===== config.mk =====
export PLATFORM = sky130hd
export DESIGN_NAME = quaffle_controller
export DESIGN_NICKNAME = d
export VERILOG_FILES = /design/src/rtl/quaffle_controller.sv
export SDC_FILE = /design/constraint.sdc
export NUM_CORES = 1
export LEC_CHECK = 0
export BUFFER_PORTS_ARGS = -buffer_cell sky130_fd_sc_hd__clkbuf_2
export CORE_AREA = 3 3 128 130
export CTS_CLUSTER_SIZE = 28
export DETAILED_ROUTE_END_ITERATION = 7
export DIE_AREA = 0 0 131 133
export PLACE_DENSITY_LB_ADDON = 0.12
export SKIP_LAST_GASP = 1
export SYNTH_ARGS = -nofsm -noshare
export SYNTH_HDL_FRONTEND = slang
export SYNTH_SLANG_ARGS = --single-unit

===== constraint.sdc =====
create_clock -name clk -period 2.8 [get_ports clk]
set_input_delay 0.28 -clock clk [delete_from_list [all_inputs] [get_ports clk]]
set_output_delay 0.28 -clock clk [all_outputs]
set_load 0.02 [all_outputs]

===== src/rtl/quaffle_controller.sv =====
// quaffle_controller: per-frame ball motion, wall/paddle bounces, scoring and game-over for the VGA pong field
module quaffle_controller #(
  parameter int SPEED        = 2,
  parameter int SERVE_FRAMES = 60,
  parameter int WIN_SCORE    = 7,
  parameter int PADDLE_H     = 64
) (
  input  logic       clk,
  input  logic       reset_n,
  input  logic       frame_tick,
  input  logic [9:0] team1_ver_pos,
  input  logic [9:0] team2_ver_pos,
  output logic [9:0] ball_x,
  output logic [9:0] ball_y,
  output logic       ball_visible,
  output logic [3:0] team1_score,
  output logic [3:0] team2_score,
  output logic       game_over
);
  localparam int CW = $clog2(SERVE_FRAMES + 1);
  typedef enum logic [1:0] {SERVE, PLAY, SCORED, OVER} state_t;
  state_t state, state_nx;
  logic [CW-1:0] cnt, cnt_nx;
  logic dx_pos, dy_pos, dx_nx, dy_nx, vis_nx, over_nx;
  logic [9:0] x_nx, y_nx;
  logic [3:0] s1_nx, s2_nx;
  logic [10:0] x11, y11, p1, p2;
  logic ov1, ov2, edge_r, edge_l, miss;
  assign x11 = {1'b0, ball_x};
  assign y11 = {1'b0, ball_y};
  assign p1 = {1'b0, team1_ver_pos};
  assign p2 = {1'b0, team2_ver_pos};
  // 11-bit arithmetic so off-screen paddle positions cannot wrap into an overlap
  assign ov1 = (y11 + 11'd8 > p1) && (y11 < p1 + 11'(PADDLE_H));
  assign ov2 = (y11 + 11'd8 > p2) && (y11 < p2 + 11'(PADDLE_H));
  assign edge_r = x11 + 11'(SPEED) > 11'd608;
  assign edge_l = x11 < 11'(24 + SPEED);
  assign miss = dx_pos ? edge_r && !ov2 : edge_l && !ov1;
  always_comb begin
    state_nx = state;
    cnt_nx = cnt;
    x_nx = ball_x;
    y_nx = ball_y;
    dx_nx = dx_pos;
    dy_nx = dy_pos;
    vis_nx = ball_visible;
    over_nx = game_over;
    s1_nx = team1_score;
    s2_nx = team2_score;
    if (frame_tick) begin
      case (state)
        SERVE: begin
          state_nx = (cnt == CW'(SERVE_FRAMES - 1)) ? PLAY : SERVE;
          cnt_nx = (cnt == CW'(SERVE_FRAMES - 1)) ? '0 : cnt + CW'(1);
        end
        PLAY: begin
          if (miss) begin
            state_nx = SCORED;
            vis_nx = 1'b0;
            s1_nx = dx_pos ? team1_score + 4'd1 : team1_score;
            s2_nx = dx_pos ? team2_score : team2_score + 4'd1;
          end else begin
            if (dy_pos) begin
              y_nx = (y11 + 11'(SPEED) > 11'd472) ? 10'd472 : ball_y + 10'(SPEED);
              dy_nx = !(y11 + 11'(SPEED) > 11'd472);
            end else begin
              y_nx = (ball_y < 10'(SPEED)) ? 10'd0 : ball_y - 10'(SPEED);
              dy_nx = ball_y < 10'(SPEED);
            end
            if (dx_pos) begin
              x_nx = edge_r ? 10'd608 : ball_x + 10'(SPEED);
              dx_nx = !edge_r;
            end else begin
              x_nx = edge_l ? 10'd24 : ball_x - 10'(SPEED);
              dx_nx = edge_l;
            end
          end
        end
        SCORED: begin
          // dx still points at the team that conceded, so the serve heads toward them
          if (team1_score == 4'(WIN_SCORE) || team2_score == 4'(WIN_SCORE)) begin
            state_nx = OVER;
            over_nx = 1'b1;
          end else begin
            state_nx = SERVE;
            vis_nx = 1'b1;
            x_nx = 10'd316;
            y_nx = 10'd236;
          end
        end
        default: ;
      endcase
    end
  end
  always_ff @(posedge clk) begin
    if (!reset_n) begin
      state <= SERVE;
      cnt <= '0;
      ball_x <= 10'd316;
      ball_y <= 10'd236;
      dx_pos <= 1'b1;
      dy_pos <= 1'b1;
      ball_visible <= 1'b1;
      game_over <= 1'b0;
      team1_score <= 4'd0;
      team2_score <= 4'd0;
    end else begin
      state <= state_nx;
      cnt <= cnt_nx;
      ball_x <= x_nx;
      ball_y <= y_nx;
      dx_pos <= dx_nx;
      dy_pos <= dy_nx;
      ball_visible <= vis_nx;
      game_over <= over_nx;
      team1_score <= s1_nx;
      team2_score <= s2_nx;
    end
  end
endmodule


# After elaboration in Yosys (flattened, before gate mapping)
# Index checks and enable logic that the tools add are counted.
# totals
register_bits	40
latchBits	0
mem_bits_rw	0
rom_bits	0
inputBits	23
output_inout_bits	30
word_cells	83
mem_count	0
# op_classes
n_addsub	12
multipliers	0
div	0
n_lt_le_gt_ge	8
n_eq_ne	8
shift	0
muxes	23
bitwise	2
n_reduce_logical	20
# op_table
operator	count
$mux W10	10
$pmux W10 S2	2
$add A10 B2 Y11 const B	2
$add A10 B7 Y11 const B	2
$gt A11 B10 Y1	2
$lt A10 B11 Y1	2
$add A10 B2 Y10 const B	2
$sub A10 B2 Y10 const B	2
$reduce_and A4 Y1	4
$add A10 B4 Y11 const B	1
$gt A11 B10 Y1 const B	1
$gt A11 B9 Y1 const B	1
$lt A10 B2 Y1 const B	1
$lt A10 B5 Y1 const B	1
$reduce_and A3 Y1	3
$add A4 B1 Y4 const B	2
$eq A4 B3 Y1 const B	2
$add A6 B1 Y6 const B	1
$eq A6 B6 Y1 const B	1
$mux W1	6
$mux W6	1
$ne A2 B2 Y1 const B	3
$pmux W2 S3	1
$logic_and A1 B1 Y1	4
11 further kinds	16

# Depth between registers and ports, before layout
# depth
ltp_word	8
mapped_depth	15
ltp_nobuf	12

# Least setup slack after synthesis
# OpenSTA, ideal clock, no wires.
# synth_path
path_kind	flip-flop to flip-flop
from	register ball_y[5]
to	register ball_x[4]
setup_ps	122
t_arrival_ps	3118
required_time_ps	2678
setup_slack_ps	-440
path_stages_with_launch	16
path_buffers	3
synth_period_minus_slack_ps	3240
cell_sequence	dfxtp_1 -> clkbuf_1 -> nand3_1 -> nor3_1 -> xor2_1 -> ha_1 -> and3_1 -> nand4b_1 -> o22ai_1 -> o21a_1 -> o211ai_1 -> and3b_1 -> buf_2 -> buf_2 -> o21ai_0 -> a221o_1
# synth_between
elab_chain_cells	8
word_cells_on_any_way	14
cone_classes	add/sub: 1; order compare: 4; eq/ne: 1; mux: 1; reduce/logical: 7
# synth_rtl
item	line_no	text
start, declared	14	output logic [9:0] ball_y,
start signal, assigned	111	ball_y <= y_nx;
$add A10 B4 Y11	34, 35	
$gt A11 B10 Y1 (on tied branches)	34, 35	
$logic_and A1 B1 Y1 (on tied branches)	34, 35	
$logic_not A1 Y1	38	assign miss = dx_pos ? edge_r && !ov2 : edge_l && !ov1;
$logic_and A1 B1 Y1	38	
$mux W1 (*)	38	
$ne A2 B2 Y1 (no source line) (*)	n/a	
$reduce_and A4 Y1 (no source line) (*)	n/a	
end signal, assigned	110	ball_x <= x_nx;
end, declared	13	output logic [9:0] ball_x,
# Mark *: on every way between the ends. The rest lies on a longest branch, timed or not.
# A chain may end at the register's enable or synchronous reset.

# Final worst setup path
# layout_path
from	register ball_y[3]
to	register dy_pos
# layout_between
elab_chain_cells	8
word_cells_on_any_way	19
cone_classes	add/sub: 2; order compare: 6; mux: 2; bitwise: 1; reduce/logical: 8
# layout_rtl
item	line_no	text
$add A10 B4 Y11	34, 35	
$gt A11 B10 Y1 (on tied branches)	34, 35	
$logic_and A1 B1 Y1 (on tied branches)	34, 35	
$logic_not A1 Y1	38	
$logic_and A1 B1 Y1	38	
$mux W1	38	
$not A1 Y1 (no source line)	n/a	
$reduce_and A3 Y1 (no source line)	n/a	
end signal, assigned	113	dy_pos <= dy_nx;
end, declared	24	logic dx_pos, dy_pos, dx_nx, dy_nx, vis_nx, over_nx;
# Parallel ways exist; a longest one is shown, timed or not.

==> impl_metrics.toml <==
[synth]
synth_warnings = 0
synthAdderAreaFrac_pct = 15.3
async_flop_share_pct = 0
netlist_instances = 502
syn_area_um2 = 3840
yosys.area_share.simple_pct = 25.9
yosysSeqAreaShare_pct = 19.8
synth_top_family_by_area = "simple AND/OR/NAND/NOR gates"
synth_compound_area_share_pct = 21.8
synthTopCellsByArea = "dfxtp_1, ha_1, nor2_1"
synth.avg_cell_area_um2 = 7.65
synth_seq_cells = 38
synth_top_cell_area_share_pct = 19.8
synth_edf_count = 0
yosys.area.top_type = "dfxtp_1"
synth_xor_xnor_area_share_pct = 6.16
synth_mux_area_share_pct = 2.90
synthFlopType = "dfxtp_1"
ys_types = 67

[setup_path]
cp-start-kind = "flop"
critical_path_class = "flop to flop"
cp.required_ns = 2.94
critPathMaxFanout = 5
cp.arrival_ns = 3.15
endpoint_kind = "flop"

[routing]
drt_iter0_markers = 177
routed_wl_um = 12100
antenna_left = 0
first_pass_iters = 6
vias = 3978
drc = 0
wire_per_inst_um = 14.9
viasPerCell = 4.89

[finish]
finish.instance_area_um2 = 5380
fill_cells = 1577
drive_gt1_share_pct = 31.6
multiInputGateArea_um2 = 3120
area_delta_synth_final_pct = 40.0
regArea_um2 = 781
final_cell_count_no_fill = 813
nets = 671
antenna_cells = 0
final_common_cell = "buf_4"
final_cell_mix = "buf_4, clkbuf_2, nor2_1, inv_1, ha_1"
fin_util_pct = 35.2

[placement]
dp_hpwl_um = 9330
place_area_um2 = 4710
routabilityCongestion = 0.806
placed_cells = 793
io_buffers = 50

[grt]
gr-total-overflow = 0
grt_pass1_vias = 3707
antenna_found_initial = 0
grt_start_max_net_pins = 22
grtUsageTotal_pct = 13.6
grt_pass1_wl_um = 19500

[floorplan]
dieArea_um2 = 17400
dieWidth_um = 131
rows = 45
core_area_um2 = 15300
io_pins = 53
die_h_um = 133
initial_utilization_pct = 25.2

[hold_path]
min_path_type = "input pin to flop"

[clock_network]
htreeDepth = 2
clockRootBuffer = "clkbuf_16"
ctsLongestPathBuffers = 2
cts.clk_slew.worst_paths_ns = 0.07
cts_sinks = 38
cts_tree = "built"
clkLatencyLatePin_ns = 0.28
holdBufCountCts = 0
cts_buffers = 5

[power]
peakVddDrop_mv = 0.209
p_per_area_nw_per_um2 = 306
leakagePower_nw = 2.40

[timing]
worst_slack_ns = -0.211
slew_violations = 0
holdWs_ns = 0.353
fin_crit_sh_pct = 108
finalSetupViolCount = 31
hold_viol = 0
maxSlewHeadroom_pct = 47.2
period_minus_slack_ns = 3.01
tightest_slew_ns = 0.791
fin_skew_ns = 0.00902
max_freq_mhz = 332
rsz0062_at_grt = "yes"

[job]
max_cap_viol_count = 0

[status]
failed_checks = "negative setup slack"
status = "finished, violations left"
==> state kept, by name, indices dropped and copies added, names as in the netlist <==
signal        count
ball_visible      1
team1_score       4
game_over         1
cnt               6
dx_pos            1
team2_score       4
dy_pos            1
state             2
ball_y            9
ball_x            9
==> routing by layer <==
metal	routed length [um]	track usage [%]	share of wire, %	vias to the layer above
met5	0	0	0	-
met4	53	2.06	0.44	0
met3	432	1.61	3.6	5
met2	5430	20.4	45	74
met1	6210	21.1	51	1876
li1	-	-	-	2023
==> per-stage QoR <==
| step | setup slack, ns | TNS [ns] | power, mW |
|---|---|---|---|
| 2_1_floorplan | 0.00279 | 0 | 0.747 |
| 3_3_place_gp | -0.292 | -4.39 | 0.845 |
| 4_1_cts | -0.174 | -2.98 | 1.64 |
| 5_1_grt | -0.377 | -9.64 | 1.73 |
| 6_report | -0.211 | -4.57 | 1.64 |
| 3_5_place_dp | -0.341 | -4.70 | 0.849 |
==> cell usage after synthesis (8+ instances only) <==
master,n
ha_1,47
nand4_1,11
nor3_1,15
o21ai_0,27
xor2_1,8
nand3_1,17
clkbuf_1,15
nor2_1,49
xnor2_1,19
inv_1,40
nand2_1,26
buf_2,9
a21oi_1,23
mux2i_1,10
and3_1,8
dfxtp_1,38
==> critical path: stages, from the launching register on <==
cell and delay (ns):
dfxtp_4 0.37, clkinvlp_4 0.15, nor3_4 0.24, xor2_2 0.19
ha_1 0.28, a21o_1 0.20, a21oi_1 0.17, nand4_1 0.11
nand4_1 0.19, buf_4 0.14, o211ai_1 0.21, and2_1 0.32
a41oi_1 0.20, o21ai_0 0.12
==> final cells by class <==
class	count	area share [%]
repair buffers	123	16.2
well taps	211	4.91
flip-flops and latches	38	14.5
clock inverters	3	1.28
clock buffers	5	2.33
inverters	40	2.86
multi-input cells	393	57.9
==> where the power goes <==
part	switching, mW	internal, mW	leakage (nW)	total (mW)
registers	0.00841	0.545	0.308	0.553
logic	0.173	0.151	2.00	0.324
clock network	0.252	0.513	0.0940	0.765
==> path summary, 6_finish.rpt <==
check,start,to,slack [ns],cells past startpoint
min reg2reg,game_over,game_over,0.47,2
max,ball_y[3],dy_pos,-0.21,13
min,frame_tick,game_over,0.35,3
max reg2reg,ball_y[3],dy_pos,-0.21,13
==> kinds of logic (layout without fill, tap and decap cells) <==
logic type	Yosys count	count (layout)
buf+inv	72	171
compound gates	123	123
mux	11	11
fa+ha+maj	47	47
flops	38	38
xor+xnor	27	27
simple gates	183	183
other cells	1	2
==> repair_timing <==
item	4_1_cts	5_1_grt
resized for setup	33	24
setup buffers	5	5
gates cloned	0	2
endpoints found under the setup margin	31	31
pin swaps	10	18
Note: power is estimated with default switching activity, not from simulation.
